[src/rtl/mux4_rr_arbiter.sv]
// Round-robin arbiter for a shared 4:1 mux with a bounded hold counter.
// Grant, select and hold count are registered; sel drives the mux S input.
module mux4_rr_arbiter #(
  parameter int MAX_HOLD = 8,
  parameter int CNT_W    = 8
) (
  input  logic             clk,
  input  logic             rst_n,
  input  logic [3:0]       req,
  output logic [3:0]       gnt,
  output logic [1:0]       sel,
  output logic             gnt_valid,
  output logic [CNT_W-1:0] hold_cnt
);

  typedef enum logic {
    IDLE,
    GRANT
  } state_e;

  localparam logic [CNT_W-1:0] MAX_C = CNT_W'(MAX_HOLD);
  localparam logic [CNT_W-1:0] ONE_C = CNT_W'(1);

  state_e           state_q, state_d;
  logic [3:0]       gnt_q, gnt_d;
  logic [1:0]       sel_q, sel_d;
  logic [1:0]       ptr_q, ptr_d;
  logic [CNT_W-1:0] hold_q, hold_d;
  logic [3:0]       others;
  logic [1:0]       w_idle;
  logic [1:0]       w_next;

  // First set bit of r searching upward from p+1, wrapping.
  function automatic logic [1:0] pick(
    input logic [3:0] r,
    input logic [1:0] p
  );
    logic [1:0] idx;
    pick = p;
    for (int k = 3; k >= 0; k--) begin
      idx = p + 2'(k) + 2'd1;
      if (r[idx]) pick = idx;
    end
  endfunction

  assign others = req & ~gnt_q;
  assign w_idle = pick(req, ptr_q);
  assign w_next = pick(others, sel_q);

  always_comb begin
    state_d = state_q;
    gnt_d   = gnt_q;
    sel_d   = sel_q;
    ptr_d   = ptr_q;
    hold_d  = hold_q;
    unique case (state_q)
      IDLE: begin
        if (|req) begin
          state_d = GRANT;
          gnt_d   = 4'b0001 << w_idle;
          sel_d   = w_idle;
          hold_d  = ONE_C;
        end
      end
      GRANT: begin
        if (!req[sel_q] || hold_q >= MAX_C) begin
          if (|others) begin
            ptr_d  = sel_q;
            gnt_d  = 4'b0001 << w_next;
            sel_d  = w_next;
            hold_d = ONE_C;
          end else if (!req[sel_q]) begin
            ptr_d   = sel_q;
            state_d = IDLE;
            gnt_d   = 4'b0000;
            hold_d  = '0;
          end else begin
            hold_d = MAX_C;
          end
        end else begin
          hold_d = hold_q + ONE_C;
        end
      end
      default: begin
        state_d = IDLE;
        gnt_d   = 4'b0000;
        hold_d  = '0;
      end
    endcase
  end

  always_ff @(posedge clk or negedge rst_n) begin
    if (!rst_n) begin
      state_q <= IDLE;
      gnt_q   <= 4'b0000;
      sel_q   <= 2'd0;
      ptr_q   <= 2'd3;
      hold_q  <= '0;
    end else begin
      state_q <= state_d;
      gnt_q   <= gnt_d;
      sel_q   <= sel_d;
      ptr_q   <= ptr_d;
      hold_q  <= hold_d;
    end
  end

  assign gnt       = gnt_q;
  assign sel       = sel_q;
  assign gnt_valid = (state_q == GRANT);
  assign hold_cnt  = hold_q;

endmodule

[config.mk]
export PLATFORM = sky130hd
export DESIGN_NAME = mux4_rr_arbiter
export DESIGN_NICKNAME = d
export VERILOG_FILES = /design/src/rtl/mux4_rr_arbiter.sv
export SDC_FILE = /design/constraint.sdc
export NUM_CORES = 1
export LEC_CHECK = 0
export ABC_AREA = 1
export BUFFER_PORTS_ARGS = -buffer_cell sky130_fd_sc_hd__clkbuf_2
export CAP_MARGIN = 10
export CORE_ASPECT_RATIO = 1.5
export CORE_MARGIN = 5
export CORE_UTILIZATION = 30
export CTS_CLUSTER_SIZE = 10
export DETAILED_ROUTE_END_ITERATION = 8
export GPL_ROUTABILITY_DRIVEN = 0
export PLACE_DENSITY_LB_ADDON = 0.08
export SLEW_MARGIN = 20
export SYNTH_ARGS = -nofsm -noshare
export SYNTH_HDL_FRONTEND = slang
export SYNTH_SLANG_ARGS = --single-unit
[constraint.sdc]
create_clock -name clk -period 3.56 [get_ports clk]
set_input_delay 0.178 -clock clk [delete_from_list [all_inputs] [get_ports clk]]
set_output_delay 0.178 -clock clk [all_outputs]
set_load 0.05 [all_outputs]
Word-level counts from Yosys, hierarchy flattened:

Index checks and enable logic that the tools add are counted.
Widths: inputs -> output; s select.

* add/subtract/negate cells: 13
* magnitude comparators: 10
* equality and inequality tests: 5
* shift-type cells: 2
* muxes and demuxes: 47
* bitwise logic cells: 3
* reduce and logical (&&, ||, !) cells: 7

Operator list (number)
* $lt 2x3->1 const B: 9
* $mux 2: 13
* $mux 4: 6
* $bmux 1 s2: 9
* $add 2x1->2 const B: 8
* $mux 8: 2
* $pmux 8 s2: 1
* $mux 1: 13
* $reduce_and 3->1: 3
* $add 2x2->2 const B: 4
* $add 8x1->8 const B: 1
* $ge 8x4->1 const B: 1
* $pmux 4 s2: 1
* $reduce_or 4->1: 2
* $shl 1x2->4 const A: 2
* $ne 2x1->1 const B: 3
* $and 4x4->4: 1
* $not 4->4: 1
* $pmux 2 s2: 1
* $ne 3x2->1 const B: 1
* $ne 2x2->1 const B: 1
* $pmux 1 s2: 1
* $logic_not 1->1: 1
* $logic_or 1x1->1: 1
* $not 1->1: 1

* flip-flop bits (word level): 17
* bits of input ports: 6
* logic and storage cells: 92

Logic depth before layout (Yosys ltp):

Gate-level depths: netlist of the first run.

* word-level depth: 12
* gate-level depth with buffers: 15
* gate-level depth less buffers: 14

Worst setup path before layout of the first run:

OpenSTA, ideal clock, no wires.

* path type: reg2reg
* from: register sel_q[0] (netlist: sel[0])
* to: register gnt_q[1] (netlist: gnt[1])
* data arrival time: 1647 ps
* required time: 3441 ps
* setup slack: 1795 ps
* cell stages (with the launch flop): 13
* period minus slack after synthesis: 1765 ps
* cell sequence: dfrtp_1 -> buf_6 -> nor2_1 -> nand2_1 -> nand4_2 -> nand2_1 -> nand2_1 -> nand2_2 -> nand2_2 -> inv_2 -> nand2_1 -> nor2_1 -> nor2_1

* cells in the longest elaborated chain, start to end: 12
* elaborated cells between the ends (all ways): 29

Ends and longest elaborated chain
* start, declared: RTL line 26 `logic [1:0] sel_q, sel_d;`
* start signal, assigned: RTL line 102 `sel_q <= sel_d;`
* $add 2x2->2: RTL line 41 `idx = p + 2'(k) + 2'd1;`
* $add 2x1->2: RTL line 41
* $bmux 1 s2: RTL line 42 `if (r[idx]) pick = idx;`
* $mux 1 (implied by the code): RTL line 42
* $mux 2 (4 in a row): RTL line 42
* $shl 1x2->4: RTL line 69 `gnt_d = 4'b0001 << w_next;`
* $mux 4: RTL line 67 `if (|others) begin`
* $mux 4: RTL line 66 `if (!req[sel_q] || hold_q >= MAX_C) begin`
* $pmux 4 s2: RTL line 56 `unique case (state_q)`
* end signal, assigned: RTL line 101 `gnt_q <= gnt_d;`
* end, declared: RTL line 25 `logic [3:0] gnt_q, gnt_d;`

Several ways; a longest one is shown, not always the timed one. The select of a mux whose other input is x is not followed.
A chain may end at the register's enable or synchronous reset.

Worst setup path after layout of the first run:

Ends and elaborated chain as after synthesis.

==> run metrics, run 1 <==
outcome=complete, no violations; GR Util met2=24.7%; Synth area leader=dfrtp_1; first-pass GRT wire length=6260 um; most common cell in the synthesized netlist=nand2_1; flops & latches, synth=17; antenna cell count=0; Avg Synthesized Cell Area=6.66 sq um; worst skew pair latency=250 ps; Clk pin slew, worst setup/hold paths=70 ps; CP arrival=2030 ps; Final Max Slew Viols=0; hold_buf cts=1; synth cell count leaders=59 x nand2_1, 23 x nor2_1, 21 x inv_1; Worst VDD drop=0.422 mV; Post-synth EDFFs=0; post-CTS resize count=0; Netlist cell types=30; setup_tns=0 ps; Mapped Cells=203; Clock Power Share=8.5%; share of the synthesized area in the top cell type=27.8%; # nets final=233; vias in the first global route=1402; M1 GR Usage=14.6%; Setup crit end kind=register; GRT Total Usage=13.2%; grt ovf=0; vias per cell=4.85; Hold Worst Slack=394 ps; number of buffers created by CTS=3; largest net degree at the start of global routing=18; # port buffers=20; routing usage on met3=1.35%; crit path max fanout=11; Finished Core Util=34.3%; Worst-Margin Slew=573 ps; Worst Setup Path Type=reg -> reg; drt drc=0; WL/cell=13.1 um; H-tree levels=1; Main synth FF type=dfrtp_1; Synthesized Nets=211; Die ar.=5980 sq um; sequential power share=23.8%; Die X=64.8 um; Routed WL=3560 um; crit share post-route=52.6%; first drt pass iteration count=4; Max Clock Freq=534 MHz; DR vias=1320; share of cells above drive strength 1=26.3%; slack of the worst reg-to-reg path=1690 ps; final hold vios=0; Psw=1.02 mW; Reg-to-Reg Start=sel[0]; Combinational Power Share=67.6%; GR peak layer=met2; Rows=30; PwrDens=1130 nW/um^2; ys async rst share=100%; unrepaired setup endpoints after global routing=no; final clock skew=3.08 ps; Area contributors post-synth=dfrtp_1 28%, nand2_1 16%, nor2_1 6.4%, inv_1 5.8%, nand3_1 5.6%; synthesis-to-layout area growth=13.4%; min cycle time layout=1870 ps; R2R cell count=11; initial antenna violation count=0; antenna-violating nets left=0; critical path launch point type=register; Die Ht=92.2 um; Iteration-0 DRC Markers=78; CTS Buffer Depth=2; postcts setup bufs=0; HPWL after DPL=2910 um; Sink Count=17; cell area after synthesis=1350 sq um; core area=4470 sq um; sequential-to-total area share from yosys stat=31.6%; Worst slew margin=61.8%; Crit path required time=3710 ps; P_leak=0.835 nW; Yosys Warn Count=0; worst reg2reg path endpoint=gnt[1]; Switching Share=58.9%; root buf cell=clkbuf_8; Hold WC Path Type=in -> async; Internal=710 uW; CTS tree=yes; Initial Util=30.3%; Setup violations, final=0; I/O pins=21; number of max-cap violations=0
layout by cell type, fill, tap and decap left out, types with 2 or more instances in the layout:
cell,Yosys,layout
nor2_2,4,4
nor2_4,2,2
nand2_1,59,59
nor2_1,23,23
ha_1,2,2
dfrtp_1,15,15
nand3_1,15,15
nand2_4,2,2
nand4_1,4,4
a21oi_1,11,11
clkbuf_8,0,3
nand2_2,10,10
clkbuf_2,0,20
dfstp_2,2,2
inv_2,7,7
o21ai_0,8,8
inv_1,21,21
nand3_2,3,3
power by group through the flow:
stage | clock network [mW] | logic (mW) | registers (mW)
2_1_floorplan | 0 | 0.840 | 0.518
3_3_place_gp | 0 | 1.20 | 0.420
3_5_place_dp | 0 | 1.19 | 0.419
4_1_cts | 0.153 | 1.19 | 0.416
5_1_grt | 0.159 | 1.34 | 0.430
6_report | 0.147 | 1.17 | 0.412
state kept, by name (all words and copies together), names as in the netlist:
signal	flops
gnt	4
gnt_valid	1
hold_cnt	8
ptr_q	2
sel	2
how the worst max path moves through the flow:
stage / startpoint / cells past startpoint / endpoint / slack, ps
after floorplan: sel[0] / 12 / gnt[1] / 1790
after global placement: sel[0] / 11 / gnt[1] / 1630
after detailed placement: sel[0] / 11 / gnt[1] / 1670
after CTS: sel[0] / 11 / gnt[1] / 1640
after global routing: sel[0] / 11 / gnt[3] / 1440
final: sel[0] / 11 / gnt[1] / 1690
per-stage QoR:
step / instance area, sq um / power [mW] / instances / worst slack (ps)
finish: 1530 / 1.73 / 272 / 1690
global route: 1530 / 1.93 / 272 / 1440
CTS: 1530 / 1.76 / 272 / 1640
detailed placement: 1480 / 1.61 / 267 / 1670
global placement: 1480 / 1.62 / 267 / 1630
floorplan: 1350 / 1.36 / 203 / 1790
final cells by class:
type	instances	area (sq um)
fill	497	2930
multi-input combinational	152	767
sequential	17	428
inverter	30	123
timing repair buffer	21	110
tap	48	60.1
clock buffer	3	41.3
clock inverter	1	5.00
worst max-delay path: stages (launching register included):
cell and delay [ps]:
dfrtp_1 710, nor2_1 120, nand2_1 100, nand4_2 160, nand2_1 120, nand2_1 80
nand2_2 80, nand2_2 80, inv_2 110, nand2_1 60, nor2_1 100, nor2_1 40
routing by layer:
layer	vias up	wire [um]	share of wire [%]
li1	678	-	-
met1	611	1460	41
met2	25	1920	54
met3	6	97	2.7
met4	0	79	2.2
met5	-	0	0
logic make-up (layout without fill, tap and decap cells):
kind of cell             after synthesis  in the layout  synth area share, %
AO/OA/AOI/OAI                         23             23                 9.25
XOR/XNOR                               2              2                 1.30
adder cells (fa/ha/maj)                2              2                 1.85
buffers and inverters                 34             55                 11.7
flip-flops                            17             17                 31.6
AND/OR/NAND/NOR                      125            125                 44.3
(Power assumes the default switching activity.)
==> run 2, diff against run 1 <==
--- a/config.mk
+++ b/config.mk
@@ -5,7 +5,7 @@
 export SDC_FILE = /design/constraint.sdc
 export NUM_CORES = 1
 export LEC_CHECK = 0
-export ABC_AREA = 1
+export ABC_AREA = 0
 export BUFFER_PORTS_ARGS = -buffer_cell sky130_fd_sc_hd__clkbuf_2
 export CAP_MARGIN = 10
 export CORE_ASPECT_RATIO = 1.5
==> constraint.sdc (replaced) <==
create_clock -name clk -period 1.82 [get_ports clk]
set_input_delay 0.091 -clock clk [delete_from_list [all_inputs] [get_ports clk]]
set_output_delay 0.091 -clock clk [all_outputs]
set_load 0.05 [all_outputs]
==> run metrics, run 2 <==
Worst-Margin Slew=452 ps; PwrDens=1720 nW/um^2; antenna cell count=0; Yosys Warn Count=0; post-route cell area=1390 sq um; Hold WC Path Type=in -> reg; Main synth FF type=dfrtp_1; number of max-cap violations=0; grt ovf=0; Routed WL=2980 um; Die ar.=4800 sq um; flops & latches, synth=17; HPWL after DPL=2310 um; I/O pins=21; first-pass GRT wire length=4870 um; initial antenna violation count=0; critical path launch point type=register; Worst Setup Path Type=reg -> reg; ys async rst share=100%; # nets final=153; Setup crit end kind=register; drt drc=0; sequential-to-total area share from yosys stat=40.8%; cell area after synthesis=1050 sq um; number of buffers created by CTS=3; Worst slew margin=69.4%; Critical path destination=gnt[0]; sequential power share=26.7%; antenna-violating nets left=0; Avg Synthesized Cell Area=9.45 sq um; crit path max fanout=5; dpl cells=179; Synth area leader=dfrtp_1; Final Non-Filler Cells=186; Reg-to-Reg Start=ptr_q[0]; first drt pass iteration count=4; Clk pin slew, worst setup/hold paths=70 ps; # port buffers=20; slack of the worst reg-to-reg path=40 ps; P_leak=0.638 nW; Setup violations, final=0; CTS tree=yes; Post-synth EDFFs=0; Worst VDD drop=0.746 mV; core area=3380 sq um; Initial Util=31.0%; Combinational Power Share=61.1%; Die Ht=82.4 um; Switching Share=47.5%; vias in the first global route=1007; critical path launch point=ptr_q[0]; vias per cell=5.48; Rows=26; synth cell count leaders=15 x dfrtp_1, 11 x nand2_1, 9 x o21ai_0; Crit path required time=2000 ps; Die X=58.3 um; Max Clock Freq=563 MHz; most frequent cells in the layout=20 x clkbuf_2, 13 x dfrtp_1, 10 x nand2_1, 10 x buf_4; DR vias=1020; largest net degree at the start of global routing=18; Area contributors post-synth=dfrtp_1 36%, dfstp_2 5.0%, o21ai_0 4.3%, nand2_1 3.9%, mux2_2 3.2%; CTS Buffer Depth=2; commonest non-fill, non-tap cell in the layout=clkbuf_2; Netlist cell types=44; Mapped Cells=111; crit share post-route=97.5%; Synthesized Nets=119; final hold vios=0; Largest register FFs=8; root buf cell=clkbuf_8; WL/cell=16.0 um; worst reg2reg path endpoint=gnt[0]; GRT Total Usage=13.5%; share of the synthesized area in the top cell type=35.8%; Sink Count=17; worst skew pair latency=250 ps; outcome=complete, no violations; Psw=1.14 mW; Clock Power Share=12.1%; Iteration-0 DRC Markers=38; most common cell in the synthesized netlist=dfrtp_1; min cycle time layout=1780 ps; R2R cell count=4; unrepaired setup endpoints after global routing=yes; Internal=1.26 mW; synthesis-to-layout area growth=32.6%; Final Max Slew Viols=0; share of cells above drive strength 1=38.2%; area post-placement=1280 sq um; final clock skew=1.99 ps; H-tree levels=1; CP arrival=1950 ps
==> run 2: logic make-up (layout without fill, tap and decap cells) <==
group / count (synthesis) / count (layout) / share of synthesized area [%]
AOI/OAI and AO/OA: 32 / 32 / 22.1
buffers and inverters: 11 / 44 / 4.18
DFF: 17 / 17 / 40.8
adders and majority gates: 2 / 2 / 2.39
muxes: 5 / 5 / 6.32
and+or+nand+nor: 44 / 44 / 24.2
==> run 2: area by class of cell <==
class / instances / area [sq um]
clock buffer: 4 / 45.0
fill: 365 / 1990
inverter: 8 / 30.0
multi-input combinational: 83 / 627
sequential: 17 / 430
tap: 42 / 52.6
timing repair buffer: 32 / 205
==> run 2: power by group through the flow <==
stage / registers, mW / logic, mW / clock network [mW]
floorplan: 0.942 / 0.715 / 0
global placement: 0.648 / 1.39 / 0
detailed placement: 0.650 / 1.39 / 0
CTS: 0.643 / 1.40 / 0.300
global route: 0.662 / 1.58 / 0.317
finish: 0.639 / 1.46 / 0.290
==> run 2: worst max-delay path, cell delays in order (launching register included) <==
cell      delay (ps)
dfstp_2          560
and2b_4          190
a222oi_1         380
or4b_4           510
o211ai_2          70
==> run 2: what timing repair did <==
item / in CTS / in global routing
setup endpoints to repair: 2 / 4
setup buffers: 0 / 2
pin swaps: 0 / 5
hold buffers: 1 / 0
hold endpoints to repair: 15 / 0
gates resized for setup: 1 / 7
==> run 2: worst min-delay path by stage <==
stage / startpoint / endpoint / slack, ps / depth (start not counted)
after global routing: req[0] / hold_cnt[7] / 170 / 2
after detailed placement: rst_n / hold_cnt[1] / 70 / 1
after floorplan: rst_n / gnt[0] / -200 / 0
after global placement: rst_n / hold_cnt[1] / 60 / 1
final: req[0] / hold_cnt[7] / 140 / 2
after CTS: req[0] / hold_cnt[7] / 130 / 2
==> run 2: through the flow <==
step / hold slack (ps) / power, mW / TNS (ps) / util (%) / setup slack, ps
after CTS: 129 / 2.34 / 0 / 39.6 / 9.85
after detailed placement: 67.6 / 2.04 / -0.676 / 37.8 / -0.676
after global routing: 170 / 2.56 / -87.9 / 41.1 / -37.5
after floorplan: -205 / 1.66 / -915 / - / -176
final: 142 / 2.39 / 0 / 41.1 / 45.0
after global placement: 55.4 / 2.03 / 0 / 37.8 / 41.9
==> run 2: metal layers <==
metal	track usage [%]	wire (um)	vias up
met3	1.87	112	4
met1	15.0	1230	507
li1	-	-	481
met2	25.4	1600	28
met5	0	0	-
met4	5.10	38	0
==> run 3, diff against run 2 <==
==> constraint.sdc (replaced) <==
create_clock -name clk -period 1.8 [get_ports clk]
set_input_delay 0.09 -clock clk [delete_from_list [all_inputs] [get_ports clk]]
set_output_delay 0.09 -clock clk [all_outputs]
set_load 0.05 [all_outputs]
==> run metrics, run 3 (synthesized netlist as in run 2, its figures left out) <==
Power, Total=2.48 mW; P_leak=0.650 nW; first-pass GRT wire length=4790 um; vias per cell=5.33; fillcell total=357; hold_sp=req[0]; H-tree levels=1; Max Clock Freq=560 MHz; Internal=1.32 mW; Psw=1.16 mW; crit share post-route=99.3%; Die ar.=4800 sq um; CTS tree=yes; number of buffers created by CTS=3; sequential power share=26.3%; Setup violations, final=0; synthesis-to-layout area growth=34.6%; area post-placement=1290 sq um; WL/cell=15.7 um; Routed WL=2960 um; final clock skew=2.99 ps; min cycle time layout=1790 ps; most frequent cells in the layout=20 x clkbuf_2, 13 x dfrtp_1, 12 x buf_4, 10 x nand2_1; post-route cell area=1410 sq um; Largest register FFs=8; first drt pass iteration count=4; Sink Count=17; critical path launch point type=register; Die X=58.3 um; setup ws final=13.0 ps; outcome=complete, no violations; critical path launch point=ptr_q[0]; Worst VDD drop=0.808 mV; Combinational Power Share=61.9%; Worst Setup Path Type=reg -> reg; unrepaired setup endpoints after global routing=yes; Rows=26; initial antenna violation count=0; Die Ht=82.4 um; Final Non-Filler Cells=188; GRT Total Usage=13.3%; core area=3380 sq um; Final Max Slew Viols=0; dpl cells=180; Setup crit end kind=register; grt ovf=0; antenna cell count=0; HPWL after DPL=2290 um; Hold Worst Slack=137 ps; largest net degree at the start of global routing=18; crit path max fanout=5; commonest non-fill, non-tap cell in the layout=clkbuf_2; worst skew pair latency=250 ps; Worst slew margin=70.2%; Worst-Margin Slew=440 ps; vias in the first global route=1013; PwrDens=1750 nW/um^2; Initial Util=31.0%; antenna-violating nets left=0; I/O pins=21; CTS Buffer Depth=2; Iteration-0 DRC Markers=26; # port buffers=20; final hold vios=0; Crit path required time=1980 ps; # nets final=155; DR vias=1002; root buf cell=clkbuf_8; drt drc=0; share of cells above drive strength 1=39.7%; Clk pin slew, worst setup/hold paths=70 ps; Reg-to-Reg Start=ptr_q[0]; Switching Share=46.8%; CP arrival=1960 ps; Setup WS pre-CTS=-23.7 ps; number of max-cap violations=0; Hold WC Path Type=in -> reg; Clock Power Share=11.9%
run 3: critical path, cell delays in order (launching register included):
cell	delay, ps
dfstp_2	570
and2b_4	200
a222oi_1	380
or4b_1	490
o211ai_2	70
run 3: layer usage:
metal  routed length (um)  vias up  global-route usage, %
met5                    0        -                      0
met4                   84        0                   8.12
met3                  104        6                   2.18
met2                 1550       23                   23.8
met1                 1220      488                   14.3
li1                     -      485                      -
run 3: through the flow:
step / setup TNS [ps] / utilization, %
floorplan: -1090 / -
global placement: 0 / 38.0
detailed placement: -42.4 / 38.0
CTS: 0 / 40.2
global route: -102 / 41.7
finish: 0 / 41.7
run 3: worst paths after layout:
| kind | endpoint | slack, ps | depth (start not counted) |
|---|---|---|---|
| max in group asynchronous | ptr_q[0] | 1160 | 2 |
| setup / recovery | gnt[0] | 10 | 4 |
| hold / removal | hold_cnt[7] | 140 | 2 |
| setup reg to reg | gnt[0] | 10 | 4 |
| min in group asynchronous | hold_cnt[1] | 300 | 2 |
| hold reg to reg | hold_cnt[2] | 520 | 1 |
run 3: timing repair:
action,4_1_cts,5_1_grt
gates cloned,0,0
endpoints found under the setup margin,3,3
endpoints found under the hold margin,15,0
pin swaps,1,5
buffers inserted,0,3
gates resized for setup,4,6
hold buffers,1,0
run 3: power by group through the flow:
stage	registers, mW	clock network (mW)	logic, mW
2_1_floorplan	0.952	0	0.723
3_3_place_gp	0.651	0	1.41
3_5_place_dp	0.654	0	1.42
4_1_cts	0.649	0.302	1.45
5_1_grt	0.669	0.320	1.65
6_report	0.651	0.294	1.53
run 3: area by class of cell:
cell class,count,area (sq um),area share [%]
Multi-Input combinational cell,83,633,44.9
Clock buffer,4,45.0,3.19
Inverter,8,30.0,2.13
Timing Repair Buffer,34,220,15.6
Sequential cell,17,430,30.5
Tap cell,42,52.6,3.72
